--- src/rtl/eespfal_dualrail_driver_pkg.sv ---
// Shared definitions for the EESPFAL dual-rail front end.
//   phase_e       : adiabatic phase code as seen by the power-clock generator
//   PhW           : width of the phase code
//   DrMaxW        : widest word the dual-rail helper can encode
//   dual_rail_enc : single-rail -> {complement, true} rail encoding; the future
//                   dual-rail receiver/checker uses the same helper
package eespfal_dualrail_driver_pkg;

    localparam int unsigned PhW    = 2;
    localparam int unsigned DrMaxW = 64;

    typedef enum logic [PhW-1:0] {
        PhWait    = 2'd0,
        PhEval    = 2'd1,
        PhHold    = 2'd2,
        PhRecover = 2'd3
    } phase_e;

    // Upper half is the complement rail, lower half the true rail.
    function automatic logic [2*DrMaxW-1:0] dual_rail_enc(input logic [DrMaxW-1:0] d);
        return {~d, d};
    endfunction

endpackage

--- src/rtl/eespfal_dualrail_driver_if.sv ---
// Bundle between a word producer and the dual-rail driver.
//   in_data/in_valid/in_ready : single-rail word handshake
//   a/a_bar                   : true and complement rails to the gate row
//   dis                       : discharge enable for the gate row
//   ph                        : phase code (0 wait, 1 eval, 2 hold, 3 recover)
//   sample                    : one-cycle capture strobe, last cycle of hold
//   busy                      : high in eval, hold and recover
// master: the producer/observer side; slave: the driver.
interface eespfal_dualrail_driver_if #(
    parameter int unsigned Width = 4
) ();

    logic [Width-1:0]                            in_data;
    logic                                        in_valid;
    logic                                        in_ready;
    logic [Width-1:0]                            a;
    logic [Width-1:0]                            a_bar;
    logic                                        dis;
    logic [eespfal_dualrail_driver_pkg::PhW-1:0] ph;
    logic                                        sample;
    logic                                        busy;

    modport master (
        output in_data, in_valid,
        input  in_ready, a, a_bar, dis, ph, sample, busy
    );

    modport slave (
        input  in_data, in_valid,
        output in_ready, a, a_bar, dis, ph, sample, busy
    );

endinterface

--- src/rtl/eespfal_dualrail_driver_phase_seq.sv ---
// Adiabatic phase sequencer: wait -> eval -> hold -> recover, PhaseCycles each.
//   clk, rst_n : clock, asynchronous active-low reset
//   start      : a word is buffered and may be transferred
//   ph         : registered phase code
//   load       : transfer strobe; the drive register loads on this edge
//   drive_clr  : hold->recover strobe; the drive register returns to null
//   dis        : registered discharge enable (wait phase only)
//   sample     : registered strobe on the last cycle of hold
//   busy       : registered, high in eval/hold/recover
// Wait is extended indefinitely (counter saturated, dis re-asserted) while
// nothing is buffered.
module eespfal_dualrail_driver_phase_seq
    import eespfal_dualrail_driver_pkg::*;
#(
    parameter int unsigned PhaseCycles = 4,  // 2..255
    parameter int unsigned DisCycles   = 1   // 1..PhaseCycles-1
) (
    input  logic   clk,
    input  logic   rst_n,
    input  logic   start,
    output phase_e ph,
    output logic   load,
    output logic   drive_clr,
    output logic   dis,
    output logic   sample,
    output logic   busy
);

    localparam int unsigned    CntW    = $clog2(PhaseCycles);
    localparam logic [CntW-1:0] CntLast = CntW'(PhaseCycles - 1);
    localparam logic [CntW-1:0] DisEnd  = CntW'(DisCycles);

    phase_e          ph_q, ph_d;
    logic [CntW-1:0] cnt_q, cnt_d;
    logic            idle_d;
    logic            dis_q, dis_d;
    logic            sample_q, sample_d;
    logic            busy_q, busy_d;
    logic            last;

    assign last = (cnt_q == CntLast);

    always_comb begin
        ph_d      = ph_q;
        cnt_d     = cnt_q + 1'b1;
        idle_d    = 1'b0;
        load      = 1'b0;
        drive_clr = 1'b0;
        unique case (ph_q)
            PhWait: begin
                if (last) begin
                    if (start) begin
                        ph_d  = PhEval;
                        cnt_d = '0;
                        load  = 1'b1;
                    end else begin
                        // Idle extension: hold the counter at its last value.
                        cnt_d  = cnt_q;
                        idle_d = 1'b1;
                    end
                end
            end
            PhEval: begin
                if (last) begin
                    ph_d  = PhHold;
                    cnt_d = '0;
                end
            end
            PhHold: begin
                if (last) begin
                    ph_d      = PhRecover;
                    cnt_d     = '0;
                    drive_clr = 1'b1;
                end
            end
            PhRecover: begin
                if (last) begin
                    ph_d  = PhWait;
                    cnt_d = '0;
                end
            end
        endcase

        // Strobes are computed from the next state so they register in step with ph.
        dis_d    = (ph_d == PhWait) && ((cnt_d < DisEnd) || idle_d);
        sample_d = (ph_d == PhHold) && (cnt_d == CntLast);
        busy_d   = (ph_d != PhWait);
    end

    always_ff @(posedge clk or negedge rst_n) begin
        if (!rst_n) begin
            ph_q     <= PhWait;
            cnt_q    <= '0;
            dis_q    <= 1'b1;
            sample_q <= 1'b0;
            busy_q   <= 1'b0;
        end else begin
            ph_q     <= ph_d;
            cnt_q    <= cnt_d;
            dis_q    <= dis_d;
            sample_q <= sample_d;
            busy_q   <= busy_d;
        end
    end

    assign ph     = ph_q;
    assign dis    = dis_q;
    assign sample = sample_q;
    assign busy   = busy_q;

endmodule

--- src/rtl/eespfal_dualrail_driver.sv ---
// Front end for the first row of EESPFAL inverter/buffer gates.
//   clk, rst_n : clock, asynchronous active-low reset
//   bus        : slave side of eespfal_dualrail_driver_if (word handshake in,
//                dual-rail drive, dis, phase code, sample and busy out)
// One-entry buffer takes a word on in_valid & in_ready; the sequencer moves it
// into the drive register at the end of wait. Rails carry the word through
// eval and hold and return to the null spacer (both rails 0) for recover/wait.
module eespfal_dualrail_driver
    import eespfal_dualrail_driver_pkg::*;
#(
    parameter int unsigned Width       = 4,  // at most DrMaxW
    parameter int unsigned PhaseCycles = 4,  // 2..255
    parameter int unsigned DisCycles   = 1   // 1..PhaseCycles-1
) (
    input logic                      clk,
    input logic                      rst_n,
    eespfal_dualrail_driver_if.slave bus
);

    logic                full_q;
    logic [Width-1:0]    buf_q;
    logic [Width-1:0]    a_q, a_d;
    logic [Width-1:0]    a_bar_q, a_bar_d;
    logic                accept;
    logic                load;
    logic                drive_clr;
    phase_e              ph;
    logic                dis;
    logic                sample;
    logic                busy;
    logic [2*DrMaxW-1:0] enc;
    logic                unused_enc;

    // Buffer is full from the accept edge until the transfer edge; a transfer
    // only happens while full, so in_ready is already low then.
    assign accept = bus.in_valid & ~full_q;

    always_ff @(posedge clk or negedge rst_n) begin
        if (!rst_n) begin
            full_q <= 1'b0;
            buf_q  <= '0;
        end else if (load) begin
            full_q <= 1'b0;
        end else if (accept) begin
            full_q <= 1'b1;
            buf_q  <= bus.in_data;
        end
    end

    eespfal_dualrail_driver_phase_seq #(
        .PhaseCycles (PhaseCycles),
        .DisCycles   (DisCycles)
    ) u_phase_seq (
        .clk       (clk),
        .rst_n     (rst_n),
        .start     (full_q),
        .ph        (ph),
        .load      (load),
        .drive_clr (drive_clr),
        .dis       (dis),
        .sample    (sample),
        .busy      (busy)
    );

    assign enc        = dual_rail_enc(DrMaxW'(buf_q));
    // Only the low Width bits of each rail half are driven out.
    assign unused_enc = ^enc;

    always_comb begin
        a_d     = a_q;
        a_bar_d = a_bar_q;
        if (load) begin
            a_d     = enc[Width-1:0];
            a_bar_d = enc[DrMaxW +: Width];
        end else if (drive_clr) begin
            a_d     = '0;
            a_bar_d = '0;
        end
    end

    // Reset forces the null spacer on both rails without waiting for clk.
    always_ff @(posedge clk or negedge rst_n) begin
        if (!rst_n) begin
            a_q     <= '0;
            a_bar_q <= '0;
        end else begin
            a_q     <= a_d;
            a_bar_q <= a_bar_d;
        end
    end

    assign bus.in_ready = ~full_q;
    assign bus.a        = a_q;
    assign bus.a_bar    = a_bar_q;
    assign bus.dis      = dis;
    assign bus.ph       = ph;
    assign bus.sample   = sample;
    assign bus.busy     = busy;

endmodule

--- src/flat_wrapper.sv ---
// flat-port wrapper written by rule: the top's interface ports become plain ports
module eespfal_dualrail_driver_flat import eespfal_dualrail_driver_pkg::*;
#(
    parameter int unsigned Width       = 4,                   
    parameter int unsigned PhaseCycles = 4,           
    parameter int unsigned DisCycles   = 1                      
)
  (clk, rst_n, bus_in_data, bus_in_valid, bus_in_ready, bus_a, bus_a_bar, bus_dis, bus_ph, bus_sample, bus_busy);
  eespfal_dualrail_driver_if #(.Width(Width)) bus_i ();
  input logic clk;
  input logic rst_n;
  input wire logic [$bits(bus_i.in_data)-1:0] bus_in_data;
  input wire logic [$bits(bus_i.in_valid)-1:0] bus_in_valid;
  output wire logic [$bits(bus_i.in_ready)-1:0] bus_in_ready;
  output wire logic [$bits(bus_i.a)-1:0] bus_a;
  output wire logic [$bits(bus_i.a_bar)-1:0] bus_a_bar;
  output wire logic [$bits(bus_i.dis)-1:0] bus_dis;
  output wire logic [$bits(bus_i.ph)-1:0] bus_ph;
  output wire logic [$bits(bus_i.sample)-1:0] bus_sample;
  output wire logic [$bits(bus_i.busy)-1:0] bus_busy;
  assign bus_i.in_data = bus_in_data;
  assign bus_i.in_valid = bus_in_valid;
  assign bus_in_ready = bus_i.in_ready;
  assign bus_a = bus_i.a;
  assign bus_a_bar = bus_i.a_bar;
  assign bus_dis = bus_i.dis;
  assign bus_ph = bus_i.ph;
  assign bus_sample = bus_i.sample;
  assign bus_busy = bus_i.busy;
  eespfal_dualrail_driver #(.Width(Width), .PhaseCycles(PhaseCycles), .DisCycles(DisCycles)) u_core (.clk(clk), .rst_n(rst_n), .bus(bus_i));
endmodule
--- config.mk ---
export PLATFORM = sky130hd
export DESIGN_NAME = eespfal_dualrail_driver_flat
export DESIGN_NICKNAME = d
export VERILOG_FILES = /design/src/rtl/eespfal_dualrail_driver_pkg.sv /design/src/rtl/eespfal_dualrail_driver_if.sv /design/src/rtl/eespfal_dualrail_driver_phase_seq.sv /design/src/rtl/eespfal_dualrail_driver.sv /design/src/flat_wrapper.sv
export SDC_FILE = /design/constraint.sdc
export NUM_CORES = 1
export LEC_CHECK = 0
export ABC_AREA = 0
export BUFFER_PORTS_ARGS = -buffer_cell sky130_fd_sc_hd__buf_2
export CORE_ASPECT_RATIO = 0.6
export CORE_MARGIN = 8
export CORE_UTILIZATION = 40
export DETAILED_ROUTE_END_ITERATION = 16
export GPL_TIMING_DRIVEN = 0
export MAX_ROUTING_LAYER = met4
export PLACE_DENSITY = 0.74
export REMOVE_ABC_BUFFERS = 1
export SETUP_SLACK_MARGIN = 0.3
export SLEW_MARGIN = 10
export SYNTH_ARGS = -nofsm -noshare
export SYNTH_HDL_FRONTEND = slang
export SYNTH_SLANG_ARGS = --single-unit
--- constraint.sdc ---
create_clock -name clk -period 1.1 [get_ports clk]
set_input_delay 0.22 -clock clk [delete_from_list [all_inputs] [get_ports clk]]
set_output_delay 0.22 -clock clk [all_outputs]
set_load 0.03 [all_outputs]
==> results of run 1 <==
-- sequential cells by signal, summed over array words and instances (netlist names) --
register                   flops
u_core.u_phase_seq.sample      1
u_core.buf_q                   4
u_core.full_q                  1
u_core.u_phase_seq.dis         1
u_core.u_phase_seq.cnt_q       2
u_core.bus.a                   4
u_core.bus.a_bar               4
u_core.u_phase_seq.busy        1
u_core.u_phase_seq.ph          2
-- final cells by class --
cell class | instances | area, sq um | share of cell area (%)
repair buffers | 38 | 348 | 26.0
multi-input cells | 47 | 413 | 30.9
inverters | 1 | 6.26 | 0.468
clock buffers | 4 | 26.3 | 1.97
well taps | 30 | 37.5 | 2.81
flip-flops and latches | 20 | 505 | 37.8
-- power breakdown --
| group | internal (mW) | switching, mW |
|---|---|---|
| clock | 0.141 | 0.210 |
| sequential | 1.08 | 0.333 |
| combinational | 1.44 | 1.34 |
-- cell families after synthesis --
family	synth area share (%)
fa+ha+maj	1.44
mux	5.19
simple gates	12.0
flops	57.8
buf+inv	4.90
xor+xnor	1.01
compound gates	17.7
-- timing repair --
| item | in CTS | in global routing |
|---|---|---|
| buffers inserted | 12 | 5 |
| gates resized for setup | 48 | 19 |
| hold buffers | 1 | 0 |
| cloned | 0 | 0 |
| endpoints found under the setup margin | 34 | 36 |
| hold endpoints to repair | 19 | 0 |
| pin swaps | 3 | 6 |
-- layer usage --
metal  wire length, microns  part of all wire [%]  vias up  GRT usage, %
met3                     90                   4.3        2          3.44
met5                      0                     0        -             -
met4                     19                  0.90        0          2.85
li1                       -                     -      336             -
met1                    918                    43      341          12.2
met2                   1090                    51       17          20.2
-- how the worst min path moves through the flow --
stage | startpoint | end | slack, ns | cells after the start
2_1_floorplan | rst_n | u_core.buf_q[0] | -0.08 | 0
3_3_place_gp | rst_n | u_core.u_phase_seq.cnt_q[0] | 0.18 | 1
3_5_place_dp | rst_n | u_core.u_phase_seq.cnt_q[1] | 0.19 | 1
4_1_cts | bus_in_data[2] | u_core.buf_q[2] | 0.15 | 2
5_1_grt | bus_in_data[0] | u_core.buf_q[0] | 0.13 | 2
6_report | bus_in_data[0] | u_core.buf_q[0] | 0.15 | 2
-- worst register-to-register path: cells and delay by family, from the launching register on --
family          cells  cell delay, ns
compound gates      1            0.19
fa+ha+maj           1            0.21
flops               1            0.42
simple gates        2            0.38
-- through the flow --
step                      cells  util, %  cell area, sq um  setup WS (ns)  TNS [ns]
final                       140     63.2              1340         -0.172     -1.94
after CTS                   135     59.0              1250         -0.138     -1.77
after detailed placement    118     45.7               967         -0.388     -4.68
after floorplan              68        -               830         -0.234     -2.69
after global routing        140     63.2              1340         -0.242     -3.20
after global placement      118     45.7               967         -0.325     -3.99
-- synthesized netlist by cell type --
cell and count:
a31o_2 1, o21bai_1 1, buf_2 1, and3b_2 1
o21a_1 1, nor2b_1 1, dfrtp_1 19, buf_4 1
nor2_1 3, inv_1 1, nand2b_4 1, nand4b_1 1
nand2_1 5, buf_6 2, xnor2_1 1, mux2_2 4
o21ai_0 13, o31ai_1 5, ha_1 1, a31oi_1 1
clkbuf_1 1, nor3b_1 1, and4b_2 1, a211oi_1 1
or2_4 1, or2b_1 1, a21oi_1 1, dfstp_2 1
a31o_1 1
-- cells in the final DEF (no fill, tap or decap), drive strengths merged --
master       instances
o21a                 1
buf                 36
o31ai                5
or2                  1
dfstp                1
and3b                1
or2b                 1
nor3b                1
nand2                5
o21bai               1
nor2b                1
inv                  1
and4b                1
a21oi                1
nand4b               1
mux2                 4
o21ai               13
ha                   1
a211oi               1
clkbuf               5
nor2                 3
xnor2                1
a31oi                1
nand2b               1
dlygate4sd3          1
dfrtp               19
a31o                 2
==> flow_summary.json, run 1 <==
{
  "status": "complete, but fails checks",
  "violations": "negative setup slack",
  "maxSlewHeadroom_pct": 68.6,
  "wl_per_cell_microns": 15.1,
  "crit_end": "u_core.bus.a_bar[3]",
  "worstReg2RegEnd": "u_core.bus.a_bar[3]",
  "antenna_found_initial": 0,
  "max-vdd-ir-drop_v": 0.00134,
  "worst_slew_pin_slew_ns": 0.470,
  "drtPass1Iterations": 4,
  "startpoint": "u_core.u_phase_seq.cnt_q[0]",
  "max_stage_delay_ns": 0.42,
  "clk_pin_slew_worst_paths_ns": 0.11,
  "worst-path-buf-inv": 0,
  "cts_tree": "done",
  "critical_path_class": "flop to flop",
  "path_cells": "ha_4, nand2b_4, or2_4, o31ai_1",
  "worstHoldPathType": "input port to flop",
  "fin_crit_sh_pct": 116,
  "r2r_slack_ns": -0.17,
  "clock_sinks": 20,
  "syn_area_sq_um": 868,
  "power_mw": 4.54,
  "root_buffer": "clkbuf_4",
  "synthCells": 73,
  "drt-total-wl_microns": 2120,
  "required_ns": 1.31,
  "drcViolationCount": 0,
  "vias_per_cell": 4.97,
  "clock.fmax_ghz": 0.786,
  "final_hold_viol_count": 0,
  "dieHeight_microns": 52.1,
  "r2r-start": "u_core.u_phase_seq.cnt_q[0]",
  "cp.arrival_ns": 1.48,
  "path_delay_family": "flip-flops",
  "coreArea_sq_mm": 0.00211,
  "vias": 696,
  "p_per_area_mw_per_mm2": 3400,
  "htree_levels": 1,
  "drv_slew": 0,
  "grt_use_total_pct": 11.3,
  "grt_max_degree": 21,
  "synth_area_leader_cell": "dfrtp_1",
  "cap_viol_max_count": 0,
  "fill_cells": 170,
  "synth_top_area_share_pct": 54.8,
  "layout-drive-gt1-share_pct": 61.8,
  "synth_area_leaders": "dfrtp_1 55%, o21ai_0 7.5%, mux2_2 5.2%, o31ai_1 4.3%, dfstp_2 3.0%",
  "syn_avg_cell_area_sq_um": 11.9,
  "rsz0062_at_grt": "true",
  "ant_nets": 0,
  "p_leak_nw": 0.597,
  "grt_pass1_wl_microns": 3550,
  "cts.path.max_buffers": 2,
  "critical_path.max_fanout": 6,
  "crit_slowest_cell": "dfrtp_1",
  "ios": 21,
  "place_congestion": 0.736,
  "area_growth_pct": 53.9,
  "worstSetupStartpointType": "flop",
  "worstSetupEndpointType": "flop",
  "worst_slack_ns": -0.172,
  "cp.depth": 4,
  "cts_buffers": 3,
  "ys_types": 29,
  "dp_hpwl_microns": 1270,
  "synth-seq-cells": 20,
  "portBuffers": 20,
  "start_util_pct": 41.1,
  "die_x_microns": 76.2,
  "gr-total-overflow": 0,
  "insertion_delay_ns": 0.29,
  "grt_pass1_vias": 718,
  "setup-violations-final": 23,
  "fin_hold_ws_ns": 0.150,
  "fin_nets": 119,
  "drtIter0Drc": 38,
  "yosysSeqAreaShare_pct": 57.8,
  "fp.dieArea_sq_mm": 0.00397,
  "synth_warnings": 0,
  "period_needed_ns": 1.27,
  "antennaDiodeCount": 0,
  "finClkSkew_ns": 0.00611,
  "row_count": 13,
  "rr_worst_depth": 4
}
Power figures use the tool's default switching activity.
==> run 2, diff against run 1 <==
Settings changed: BUFFER_PORTS_ARGS -buffer_cell sky130_fd_sc_hd__buf_2 to -buffer_cell sky130_fd_sc_hd__clkbuf_2, GPL_ROUTABILITY_DRIVEN set to 0.
==> flow_summary.json, run 2 (same netlist as run 1, synthesis figures left out) <==
{
  "power_mw": 4.93,
  "die_x_microns": 76.2,
  "seqPwrFrac_pct": 29.8,
  "p_leak_nw": 0.613,
  "dieHeight_microns": 52.1,
  "ios": 21,
  "vias_per_cell": 5.04,
  "setup-violations-final": 25,
  "p_clk_share_pct": 8.6,
  "final_util_pct": 66.0,
  "antenna_found_initial": 0,
  "worstSetupStartpointType": "flop",
  "p_per_area_mw_per_mm2": 3540,
  "place_inst": 118,
  "final_cells": 137,
  "cts_buffers": 3,
  "portBuffers": 20,
  "start_util_pct": 41.1,
  "regArea_sq_um": 505,
  "gr-total-overflow": 0,
  "critical_path_class": "flop to flop",
  "rsz0062_at_grt": "true",
  "worst_slew_pin_slew_ns": 0.485,
  "swShare_pct": 41.6,
  "final_hold_viol_count": 19,
  "cp.arrival_ns": 1.49,
  "root_buffer": "clkbuf_4",
  "drt-total-wl_microns": 2170,
  "finClkSkew_ns": 0.00685,
  "required_ns": 1.33,
  "grt_pass1_wl_microns": 3540,
  "fin_nets": 116,
  "worstHoldPathType": "input port to asynchronous set/reset pin",
  "worstSetupEndpointType": "flop",
  "antennaDiodeCount": 0,
  "vias": 691,
  "layout_common_cells": "16 x dfrtp_1, 14 x buf_8, 13 x buf_4",
  "grt_pass1_vias": 714,
  "critical_path.max_fanout": 3,
  "tns_ns": -1.95,
  "fin_hold_ws_ns": -0.145,
  "max-vdd-ir-drop_v": 0.00170,
  "place_area_sq_um": 967,
  "pwr-share-comb_pct": 61.7,
  "ant_nets": 0,
  "row_count": 13,
  "wl_per_cell_microns": 15.8,
  "dp_slack_ns": -0.369,
  "violations": "negative hold slack, negative setup slack",
  "period_needed_ns": 1.26,
  "drtPass1Iterations": 4,
  "grt_max_degree": 21,
  "drtIter0Drc": 53,
  "fp.dieArea_sq_mm": 0.00397,
  "coreArea_sq_mm": 0.00211,
  "status": "complete, but fails checks",
  "htree_levels": 1,
  "fin_crit_sh_pct": 115,
  "fin_area_sq_mm": 0.00140,
  "cts_tree": "done",
  "layout-drive-gt1-share_pct": 65.4,
  "cts.path.max_buffers": 2,
  "area_growth_pct": 60.7,
  "worst_slack_ns": -0.162,
  "multi_input_area_sq_um": 452,
  "insertion_delay_ns": 0.30,
  "p_sw_mw": 2.05,
  "cap_viol_max_count": 0,
  "fill_cells": 156,
  "clk_pin_slew_worst_paths_ns": 0.11,
  "grt_use_total_pct": 11.5,
  "final_common_cell": "dfrtp_1",
  "clock.fmax_ghz": 0.792,
  "p_int_mw": 2.88,
  "drv_slew": 0,
  "drcViolationCount": 0,
  "clock_sinks": 20,
  "maxSlewHeadroom_pct": 67.7
}
-- run 2: cell types whose count changed in the layout (fill, tap and decap cells not counted), moves of 3 or more --
cell | previous run | this run
buf_8 | 0 | 14
clkbuf_2 | 0 | 6
o21ai_2 | 5 | 2
o21ai_1 | 6 | 9
buf_2 | 5 | 0
buf_6 | 16 | 2
-- run 2: repair_timing --
| item | 4_1_cts | 5_1_grt |
|---|---|---|
| hold endpoints to repair | 19 | 19 |
| buffers inserted | 13 | 2 |
| pin swaps | 6 | 6 |
| gates resized for setup | 58 | 29 |
| endpoints found under the setup margin | 34 | 34 |
-- run 2: layout make-up --
class                           instances  area share, %
Multi-Input combinational cell         47           32.4
Sequential cell                        20           36.2
Tap cell                               30           2.69
Clock buffer                            4           2.60
Inverter                                1          0.269
Timing Repair Buffer                   35           25.8
-- run 2: worst paths after layout --
path,from,slack [ns],endpoint,depth (start not counted)
max in group asynchronous,rst_n,0.89,u_core.full_q,1
min in group clk,bus_in_data[3],0.15,u_core.buf_q[3],2
max reg2reg,u_core.u_phase_seq.cnt_q[0],-0.16,u_core.u_phase_seq.dis,4
min,rst_n,-0.15,u_core.bus.a_bar[0],1
min reg2reg,u_core.buf_q[2],0.52,u_core.bus.a_bar[2],1
max,u_core.u_phase_seq.cnt_q[0],-0.16,u_core.u_phase_seq.dis,4
-- run 2: worst max-delay path, cell delays in order, from the launching register on --
cell and delay, ns:
dfrtp_1 0.43, ha_4 0.27, nor3b_4 0.22, a21oi_2 0.06
o31ai_2 0.22
-- run 2: power by group through the flow --
stage	combinational [mW]	sequential [mW]	clock, mW
6_report	3.04	1.47	0.422
5_1_grt	3.23	1.49	0.480
4_1_cts	2.55	1.37	0.431
3_5_place_dp	1.54	1.40	0
3_3_place_gp	1.51	1.38	0
2_1_floorplan	0.780	1.70	0
-- run 2: metal layers --
metal,wire [microns],part of all wire (%),vias to the layer above,GRT usage (%)
met5,0,0,-,-
li1,-,-,330,-
met1,927,43,341,12.6
met3,95,4.4,5,3.78
met4,36,1.7,0,6.33
met2,1110,51,15,18.8
==> run 3, diff against run 2 <==
Settings changed: CTS_CLUSTER_SIZE set to 12, PLACE_DENSITY 0.74 to unset, PLACE_DENSITY_LB_ADDON set to 0.2, SETUP_SLACK_MARGIN 0.3 to unset.
==> flow_summary.json, run 3 (same netlist as run 1, synthesis figures left out) <==
{
  "status": "complete, but fails checks",
  "violations": "negative setup slack",
  "dieHeight_microns": 52.1,
  "fill_cells": 168,
  "required_ns": 1.31,
  "drcViolationCount": 0,
  "grt_pass1_wl_microns": 3170,
  "ant_nets": 0,
  "die_x_microns": 76.2,
  "start_util_pct": 41.1,
  "worstHoldPathType": "input port to flop",
  "power_mw": 4.52,
  "period_needed_ns": 1.23,
  "max-vdd-ir-drop_v": 0.00122,
  "drt-total-wl_microns": 1900,
  "clock.fmax_ghz": 0.813,
  "cts.path.max_buffers": 2,
  "dp_slack_ns": -0.370,
  "place_inst": 118,
  "drv_slew": 0,
  "drtPass1Iterations": 4,
  "final_cells": 138,
  "coreArea_sq_mm": 0.00211,
  "drtIter0Drc": 35,
  "p_per_area_mw_per_mm2": 3390,
  "row_count": 13,
  "portBuffers": 20,
  "critical_path.max_fanout": 8,
  "worst_slack_ns": -0.130,
  "r2r_slack_ns": -0.13,
  "layout_common_cells": "17 x dfrtp_1, 12 x buf_4, 9 x buf_8",
  "dp_hpwl_microns": 1220,
  "worstSetupEndpointType": "flop",
  "p_leak_nw": 0.599,
  "worstReg2RegEnd": "u_core.bus.a_bar[3]",
  "area_growth_pct": 53.6,
  "startpoint": "u_core.u_phase_seq.cnt_q[0]",
  "vias_per_cell": 4.96,
  "root_buffer": "clkbuf_4",
  "setup-violations-final": 18,
  "wl_per_cell_microns": 13.7,
  "antennaDiodeCount": 0,
  "fin_crit_sh_pct": 112,
  "insertion_delay_ns": 0.30,
  "htree_levels": 1,
  "worst_slew_pin_slew_ns": 0.490,
  "final_common_cell": "dfrtp_1",
  "cap_viol_max_count": 0,
  "hp-start": "bus_in_data[2]",
  "maxSlewHeadroom_pct": 67.3,
  "tns_ns": -1.50,
  "vias": 684,
  "finClkSkew_ns": 0.00398,
  "gr-total-overflow": 0,
  "critical_path_class": "flop to flop",
  "cts_tree": "done",
  "grt_pass1_vias": 682,
  "fin_nets": 117,
  "grt_max_degree": 21,
  "cts_buffers": 3,
  "r2r-start": "u_core.u_phase_seq.cnt_q[0]",
  "final_hold_viol_count": 0,
  "ios": 21,
  "rsz0062_at_grt": "true",
  "clock_sinks": 20,
  "clk_pin_slew_worst_paths_ns": 0.11,
  "crit_end": "u_core.bus.a_bar[3]",
  "layout-drive-gt1-share_pct": 59.3,
  "grt_use_total_pct": 10.1,
  "rr_worst_depth": 4,
  "worstSetupStartpointType": "flop",
  "cp.arrival_ns": 1.44,
  "fp.dieArea_sq_mm": 0.00397,
  "antenna_found_initial": 0
}
run 3: final cells by class:
cell class,instances,area (sq um),area share [%]
Sequential cell,20,504,37.8
Inverter,1,3.75,0.281
Timing Repair Buffer,36,352,26.4
Multi-Input combinational cell,47,400,30.0
Clock buffer,4,36.3,2.72
Tap cell,30,37.5,2.81
run 3: worst min path at each step:
stage | end | slack (ns) | depth (start not counted)
2_1_floorplan | u_core.buf_q[0] | -0.08 | 0
3_3_place_gp | u_core.u_phase_seq.cnt_q[1] | 0.21 | 1
3_5_place_dp | u_core.u_phase_seq.cnt_q[1] | 0.21 | 1
4_1_cts | u_core.buf_q[2] | 0.14 | 2
5_1_grt | u_core.buf_q[1] | 0.13 | 2
6_report | u_core.buf_q[2] | 0.15 | 2
run 3: power breakdown:
| group | switching, mW | leakage, nW | total (mW) | internal (mW) |
|---|---|---|---|---|
| combinational | 1.26 | 0.337 | 2.69 | 1.43 |
| clock | 0.221 | 0.0210 | 0.423 | 0.202 |
| sequential | 0.332 | 0.241 | 1.41 | 1.08 |
run 3: per-layer routing:
layer | track usage, % | vias up | share of wire (%)
li1 | - | 337 | -
met1 | 11.7 | 333 | 51
met2 | 16.3 | 14 | 44
met3 | 4.47 | 0 | 5.6
met4 | 1.90 | 0 | 0
met5 | - | - | 0
run 3: critical path, stage by stage (launching register included):
cell	delay [ns]
dfrtp_1	0.42
ha_4	0.20
nand2b_4	0.09
or2_4	0.26
o31ai_2	0.18
run 3: timing repair:
action	in CTS	in global routing
setup buffers	11	4
cloned	0	0
hold buffers	1	0
pin swaps	4	5
gates resized for setup	33	40
endpoints found under the hold margin	19	0
setup endpoints to repair	30	32
run 3: metrics by stage:
step           area (sq um)  util, %  hold WS (ns)
2_1_floorplan           830        -       -0.0756
4_1_cts                1230     58.1         0.141
3_3_place_gp            967     45.7         0.207
3_5_place_dp            967     45.7         0.210
5_1_grt                1330     63.1         0.134
6_report               1330     63.1         0.146
